`src/rtl/divider_unit.sv`:
```
// Iterative RV32M divider: DIV/DIVU/REM/REMU, 33 cycles normal path, 1 cycle for divide-by-zero/overflow.
// Stalls the front pipeline while a divide is pending; en low freezes everything, flush aborts like reset.
module divider_unit (
    input  logic        clk,
    input  logic        nrst,
    input  logic        en,
    input  logic        flush,
    input  logic        exe_div_valid,
    input  logic [1:0]  exe_div_op,
    input  logic [31:0] exe_opA,
    input  logic [31:0] exe_opB,
    output logic        div_stall,
    output logic        div_done,
    output logic [31:0] div_result,
    output logic        div_busy
);

    typedef enum logic [1:0] {IDLE, CALC, DONE} state_t;

    state_t      state_q;
    logic [1:0]  op_q;
    logic [31:0] a_q;
    logic [31:0] b_q;
    logic [31:0] magb_q;
    logic [63:0] rq_q;
    logic [5:0]  cnt_q;
    logic [31:0] result_q;
    logic        done_q;
    logic        busy_q;

    logic        in_signed;
    logic        in_zero;
    logic        in_ovf;
    logic [31:0] in_maga;
    logic [31:0] in_magb;
    logic [31:0] fast_res;

    logic [32:0] top;
    logic [32:0] diff;
    logic [31:0] new_rem;
    logic [63:0] step_rq;
    logic        signed_q;
    logic [31:0] quo_fix;
    logic [31:0] rem_fix;
    logic [31:0] calc_res;

    assign in_signed = ~exe_div_op[0];
    assign in_zero   = (exe_opB == 32'h0);
    assign in_ovf    = in_signed && (exe_opA == 32'h8000_0000) && (exe_opB == 32'hFFFF_FFFF);
    assign in_maga   = (in_signed && exe_opA[31]) ? -exe_opA : exe_opA;
    assign in_magb   = (in_signed && exe_opB[31]) ? -exe_opB : exe_opB;
    assign fast_res  = in_zero ? (exe_div_op[1] ? exe_opA : 32'hFFFF_FFFF)
                               : (exe_div_op[1] ? 32'h0 : 32'h8000_0000);

    // Partial remainder is < divisor, so after the shift it needs 33 bits for the trial subtract.
    assign top      = rq_q[63:31];
    assign diff     = top - {1'b0, magb_q};
    assign new_rem  = diff[32] ? top[31:0] : diff[31:0];
    assign step_rq  = {new_rem, rq_q[30:0], ~diff[32]};

    assign signed_q = ~op_q[0];
    assign quo_fix  = (signed_q && (a_q[31] ^ b_q[31])) ? -step_rq[31:0] : step_rq[31:0];
    assign rem_fix  = (signed_q && a_q[31]) ? -step_rq[63:32] : step_rq[63:32];
    assign calc_res = op_q[1] ? rem_fix : quo_fix;

    always_ff @(posedge clk) begin
        if (!nrst || flush) begin
            state_q  <= IDLE;
            op_q     <= 2'b00;
            a_q      <= 32'h0;
            b_q      <= 32'h0;
            magb_q   <= 32'h0;
            rq_q     <= 64'h0;
            cnt_q    <= 6'd0;
            result_q <= 32'h0;
            done_q   <= 1'b0;
            busy_q   <= 1'b0;
        end else if (en) begin
            case (state_q)
                IDLE: begin
                    if (exe_div_valid) begin
                        op_q <= exe_div_op;
                        a_q  <= exe_opA;
                        b_q  <= exe_opB;
                        if (in_zero || in_ovf) begin
                            result_q <= fast_res;
                            done_q   <= 1'b1;
                            state_q  <= DONE;
                        end else begin
                            rq_q    <= {32'h0, in_maga};
                            magb_q  <= in_magb;
                            cnt_q   <= 6'd0;
                            busy_q  <= 1'b1;
                            state_q <= CALC;
                        end
                    end
                end
                CALC: begin
                    rq_q  <= step_rq;
                    cnt_q <= cnt_q + 6'd1;
                    if (cnt_q == 6'd31) begin
                        result_q <= calc_res;
                        done_q   <= 1'b1;
                        busy_q   <= 1'b0;
                        state_q  <= DONE;
                    end
                end
                DONE: begin
                    // Leaving DONE never accepts: the EXE instruction only advances on this edge.
                    done_q  <= 1'b0;
                    state_q <= IDLE;
                end
                default: state_q <= IDLE;
            endcase
        end
    end

    assign div_stall  = nrst && !flush && exe_div_valid && (state_q != DONE);
    assign div_done   = done_q;
    assign div_result = result_q;
    assign div_busy   = busy_q;

endmodule
```
`config.mk`:
```
export PLATFORM = sky130hd
export DESIGN_NAME = divider_unit
export DESIGN_NICKNAME = d
export VERILOG_FILES = /design/src/rtl/divider_unit.sv
export SDC_FILE = /design/constraint.sdc
export NUM_CORES = 1
export LEC_CHECK = 0
export ABC_AREA = 1
export CAP_MARGIN = 20
export CORE_MARGIN = 10
export CORE_UTILIZATION = 50
export DETAILED_ROUTE_END_ITERATION = 7
export PLACE_DENSITY = 0.66
export SLEW_MARGIN = 20
export SYNTH_ARGS = -nofsm -noshare
export SYNTH_HDL_FRONTEND = slang
export SYNTH_SLANG_ARGS = --single-unit
```
`constraint.sdc`:
```
create_clock -name clk -period 6.7 [get_ports clk]
set_clock_uncertainty 0.1 [all_clocks]
set_input_delay 1.34 -clock clk [delete_from_list [all_inputs] [get_ports clk]]
set_output_delay 1.34 -clock clk [all_outputs]
set_load 0.1 [all_outputs]
```
# Yosys cells after proc, flatten, opt, wreduce, memory -nomap -nowiden

Index checks and enable logic that the tools add are counted.

Bits in registers: 204
Logic and storage cells: 86
Output and inout bits: 35
Input port bits: 71

Mux-type cells: 31
Reductions and logical operators: 24
Bitwise logic cells: 5
Add/sub/neg operators: 6
Equality and inequality tests: 10

Operators with widths:

| kind                   | count |
|---|---|
| $mux W32               | 12 |
| $mux W64               | 2 |
| $neg A32 Y32           | 4 |
| $pmux W64 S2           | 1 |
| $eq A32 B32 Y1 const B | 2 |
| $pmux W32 S2           | 1 |
| $sub A33 B32 Y33       | 1 |
| $logic_not A32 Y1      | 1 |
| $reduce_and A5 Y1      | 3 |
| $mux W6                | 2 |
| $pmux W6 S2            | 1 |
| $ne A2 B2 Y1 const B   | 5 |
| $logic_and A1 B1 Y1    | 9 |
| $reduce_and A4 Y1      | 2 |
| $add A6 B1 Y6 const B  | 1 |
| $eq A6 B5 Y1 const B   | 1 |
| $mux W1                | 6 |
| $mux W2                | 3 |
| $reduce_and A3 Y1      | 2 |
| $not A1 Y1             | 4 |
| $pmux W2 S2            | 1 |
| $pmux W1 S3            | 1 |
| $reduce_bool A3 Y1     | 1 |
| $eq A2 B1 Y1 const B   | 1 |
| 7 further kinds        | 9 |

# Logic depth before layout (Yosys ltp)

Depth after elaboration: 7
Depth in mapped cells: 36
Gate-level depth less buffers: 34

# Worst setup path before layout

No wires, ideal clock.

Kind: input -> output
Start: in nrst
End: out div_stall
Path slack: 1.559 ns
Path buffers: 2
Required time: 5.260 ns
Data arrival time: 3.701 ns
Stages: 6
Cells stage by stage: inv_1 > nor2_1 > clkbuf_1 > clkbuf_1 > nand2_1 > a21oi_1

Word-level cells in the longest chain between the ends: 3

Ends and longest elaborated chain:

| element                           | RTL line | source |
|---|---|---|
| from (decl)                       | 5        | `input logic nrst,` |
| $logic_and A1 B1 Y1 (3 in series) | 118      | `assign div_stall = nrst && !flush && exe_div_valid && (state_q != DONE);` |
| to (decl)                         | 12       | `output logic div_stall,` |

No other way between the ends.

# Final worst setup path

Start: reg rq_q[31]
End: reg result_q[28] (netlist: div_result[28])

Word-level cells in the longest chain between the ends: 7
Elaborated cells on any way between the ends: 10
Classes of those cells: 3 x add/sub; 6 x mux; 1 x bitwise

Ends and longest elaborated chain:

| element                                       | RTL line | source |
|---|---|---|
| from (decl)                                   | 25       | `logic [63:0] rq_q;` |
| from (signal assigned)                        | 90       | `rq_q <= {32'h0, in_maga};` |
| from (signal assigned)                        | 99       | `rq_q <= step_rq;` |
| $sub A33 B32 Y33                              | 57       | `assign diff = top - {1'b0, magb_q};` |
| $mux W32 / $not A1 Y1 (equally long branches) | 58, 59   |  |
| $neg A32 Y32, on equally long branches        | 63, 62   |  |
| $mux W32, on equally long branches            | 63, 62   |  |
| $mux W32 (*)                                  | 64       | `assign calc_res = op_q[1] ? rem_fix : quo_fix;` |
| $mux W32 (*)                                  | 101      | `if (cnt_q == 6'd31) begin` |
| $pmux W32 S2 (*)                              | 79       | `case (state_q)` |
| to (signal assigned)                          | 86       | `result_q <= fast_res;` |
| to (signal assigned)                          | 102      | `result_q <= calc_res;` |
| to (decl)                                     | 27       | `logic [31:0] result_q;` |

Mark *: on every way between the ends. The rest lies on a longest branch, timed or not. The select of a mux whose other input is x is not followed.
A chain may end at the register's enable or synchronous reset.

==> results by group <==
Outcome
  – Status: finished, final reports clean

Synth
  – Post-synth EDFFs: 0
  – Ys async rst share: 0
  – FF+latch count, synth: around 140
  – Post-Synthesis Cells: 2354
  – Sequential share of the synthesized area: 0.2131
  – Commonest register cell after synthesis: dfxtp_1
  – Synth cell types: between 50 and 60
  – Synth Cell Area: roughly 13000 µm²
  – Mean post-synth cell area: 5.668 µm²
  – YS warnings: 0
  – Synthesized Nets: roughly 2.5k

Clock network
  – Clock root buffer: clkbuf_16
  – Clock-pin slew on the worst setup and hold paths: roughly 0.070 ns
  – H-tree levels: 4
  – Post-CTS sizing: 0
  – CTS Buf Count: 17
  – Post-CTS Setup Bufs: 0
  – Clock buffer depth: 2
  – # clock sinks: about 140
  – Hold_buf cts: 0
  – Clk_lat worst skew: approximately 0.44 ns
  – CTS tree: done

Power
  – Peak VDD IR: 0.0001731 V
  – Gate power share: 0.358
  – Int Power: roughly 1700 µW
  – Clock Power Share: 0.336
  – Net Sw Frac: 0.4171
  – Sequential share of power: 0.306
  – Psw: between 1000 and 1500 µW
  – Static Leak: 0.007103 µW
  – Power per cell area: around 190 nW/µm²

Final layout
  – Layout cells sized above 1: 0.06128
  – Antenna Cells: 0
  – Design area: around 15000 µm²
  – Area Growth Syn to Fin: 12.98%
  – Fill cells: roughly 2.8k
  – Final net count: 2512

Routing
  – Vias/cell: 5.665
  – DR iter-0 viols: between 1.5k and 2k
  – Drt first pass iters: 6
  – Wire per inst: ~18 µm
  – Routed WL: just under 50000 µm
  – DRC errors left: 0
  – Routed via count: around 16k
  – ANT nets after route: 0

Setup path
  – Critical Path AT: 5.38 ns
  – Worst EP required: slightly below 7 ns
  – Worst reg2reg path startpoint: rq_q[31]$_SDFFE_PP0P_
  – CP most frequent cell: nand2_1
  – CP max stage cell: nand2_4
  – CP max FO: 40
  – Startpoint Class: flop
  – Worst setup path start: rq_q[31]$_SDFFE_PP0P_
  – CP max stage delay: around 0.44 ns
  – Critical path class: flop to flop
  – Worst setup EP type: flop

STA
  – Min cycle time layout: approximately 5.2 ns
  – Final-report max-slew violation count: 0
  – Hold Vio Cnt, Final: 0
  – RSZ-0062 raised after global routing: false
  – Actual slew at the worst max-slew pin: approximately 1 ns
  – Setup TNS: 0 ns
  – Fin crit share: 0.7696
  – Worst rel slew slack: 0.3241
  – Final Setup Violations: 0
  – Fmax: 193.9 MHz

Placed design
  – GPL Wtd Cong: 0.9636
  – PortBufs: 105
  – Post-detailed-placement half-perimeter wirelength: approximately 37000 µm
  – Post-DP Area: around 14000 µm²

Floorplanning
  – Die Y: around 180 µm
  – CORE AREA: ~26000 µm²
  – Die X: ~180 µm
  – Row count: 59
  – Die area: around 34000 µm²
  – I/O Pins: about 110
  – Initial Util: 0.5105

Global routing
  – Vias in the first global route: roughly 14k
  – Largest net degree at the start of global routing: around 90
  – First-pass GRT wire length: 75230 µm
  – Total grt overflow: 0
  – Initial antenna violation count: 0
  – Total Routing Usage GR: 0.2786

Hold path
  – Worst Hold Class: flop to flop
  – Hold path start: div_result[14]$_SDFFE_PP0P_

Run
  – Max-cap check violation count: 0
state kept, by name, indices dropped and copies added, names as in the netlist:
register    cells
rq_q           64
div_result     32
magb_q         32
cnt_q           6
op_q            2
state_q         2
a_q             1
b_q             1
div_busy        1
div_done        1
power by group through the flow:
stage	combinational [µW]	sequential, µW	clock, µW
after floorplan	715	898	0
after global placement	988	894	0
after detailed placement	992	894	0
after CTS	998	875	966
after global routing	1140	877	1000
final	1020	876	962
critical path, delay by kind of cell (launching register included):
family          cells  cell delay (ns)
simple gates       22             3.19
fa+ha+maj           3             0.80
buf+inv             7             0.54
flops               1             0.31
compound gates      1             0.05
stage by stage:
stage | worst slack (ns) | hold slack [ns] | power, µW | std cells | utilization
final | 1.544 | 0.3631 | 2862 | 2750 | 0.5768
after global routing | 0.8796 | 0.3930 | 3016 | 2750 | 0.5768
after CTS | 1.595 | 0.3661 | 2839 | 2749 | 0.5762
after detailed placement | 1.173 | 0.3558 | 1886 | 2717 | 0.5546
after global placement | 1.178 | 0.3512 | 1882 | 2716 | 0.5535
after floorplan | 1.559 | 0.3324 | 1613 | 2354 | -
placed cells by master (no fill, tap or decap), drive strengths merged, types with 31 or more instances in the layout:
master / count
nor3: 31
a21oi: 204
inv: 313
o21ai: 191
clkdlybuf4s50: 105
dfxtp: 142
nor2: 222
ha: 38
nand3: 192
nand2: 764
metal layers:
layer,vias up,track usage,wire length (µm)
met3,66,0.04842,4101
met1,7119,0.3909,21860
met4,0,0.07607,1057
met5,-,0,0
met2,688,0.4282,21260
li1,7705,-,-
worst paths after layout:
| check | depth (start not counted) | end | slack, ns |
|---|---|---|---|
| setup / recovery | 33 | div_result[28]$_SDFFE_PP0P_ | 1.54 |
| hold reg to reg | 2 | div_result[14]$_SDFFE_PP0P_ | 0.36 |
| hold / removal | 2 | div_result[14]$_SDFFE_PP0P_ | 0.36 |
| setup reg to reg | 33 | div_result[28]$_SDFFE_PP0P_ | 1.54 |
logic make-up after synthesis:
group,share of synthesized area
and+or+nand+nor,0.4155
AOI/OAI and AO/OA,0.1810
xor gates and xnor gates,0.03085
buffers and inverters,0.1224
adders and majority gates,0.03714
DFF,0.2131
area by class of cell:
cell class | instances | area (µm²) | share of cell area
clock buffer | 18 | 429.2 | 0.02847
clock inverter | 14 | 136.4 | 0.009048
tap | 335 | 419.2 | 0.02781
timing repair buffer | 119 | 1184 | 0.07853
sequential | 142 | 2843 | 0.1886
multi-input combinational | 1814 | 8906 | 0.5909
inverter | 308 | 1156 | 0.07670
Yosys cell counts (4+ instances only):
cell type    n  area (µm²)
buf_4        4       30.03
inv_1      294        1104
nand2_1    727        2729
nor3_1      28       140.1
o211ai_1     6       45.04
buf_2       10       50.05
ha_1        38       475.5
o31ai_1      4       30.03
nand3_1    184       920.9
xor2_1      28       245.2
or2_2        7       43.79
nor2_1     202       758.2
nand2_4      6       67.56
nor2_2      18       112.6
clkinv_1     6       22.52
nand3_2      6       60.06
o21ai_0    178       890.9
xnor2_1     19       166.4
a31oi_1     23       143.9
dfxtp_1    142        2843
buf_6        9       101.4
nand4_1     23       143.9
a21oi_2     12       105.1
nand3b_1    14       105.1
clkbuf_1    57       214.0
inv_2        8       30.03
nand2_2     30       187.7
o21ai_1     13       65.06
nor4_1      16       100.1
a221oi_1     4       35.03
a211oi_1     5       37.54
a21oi_1    191       955.9
buf_1        6       22.52
No activity file was read; power rests on OpenSTA's default activity.
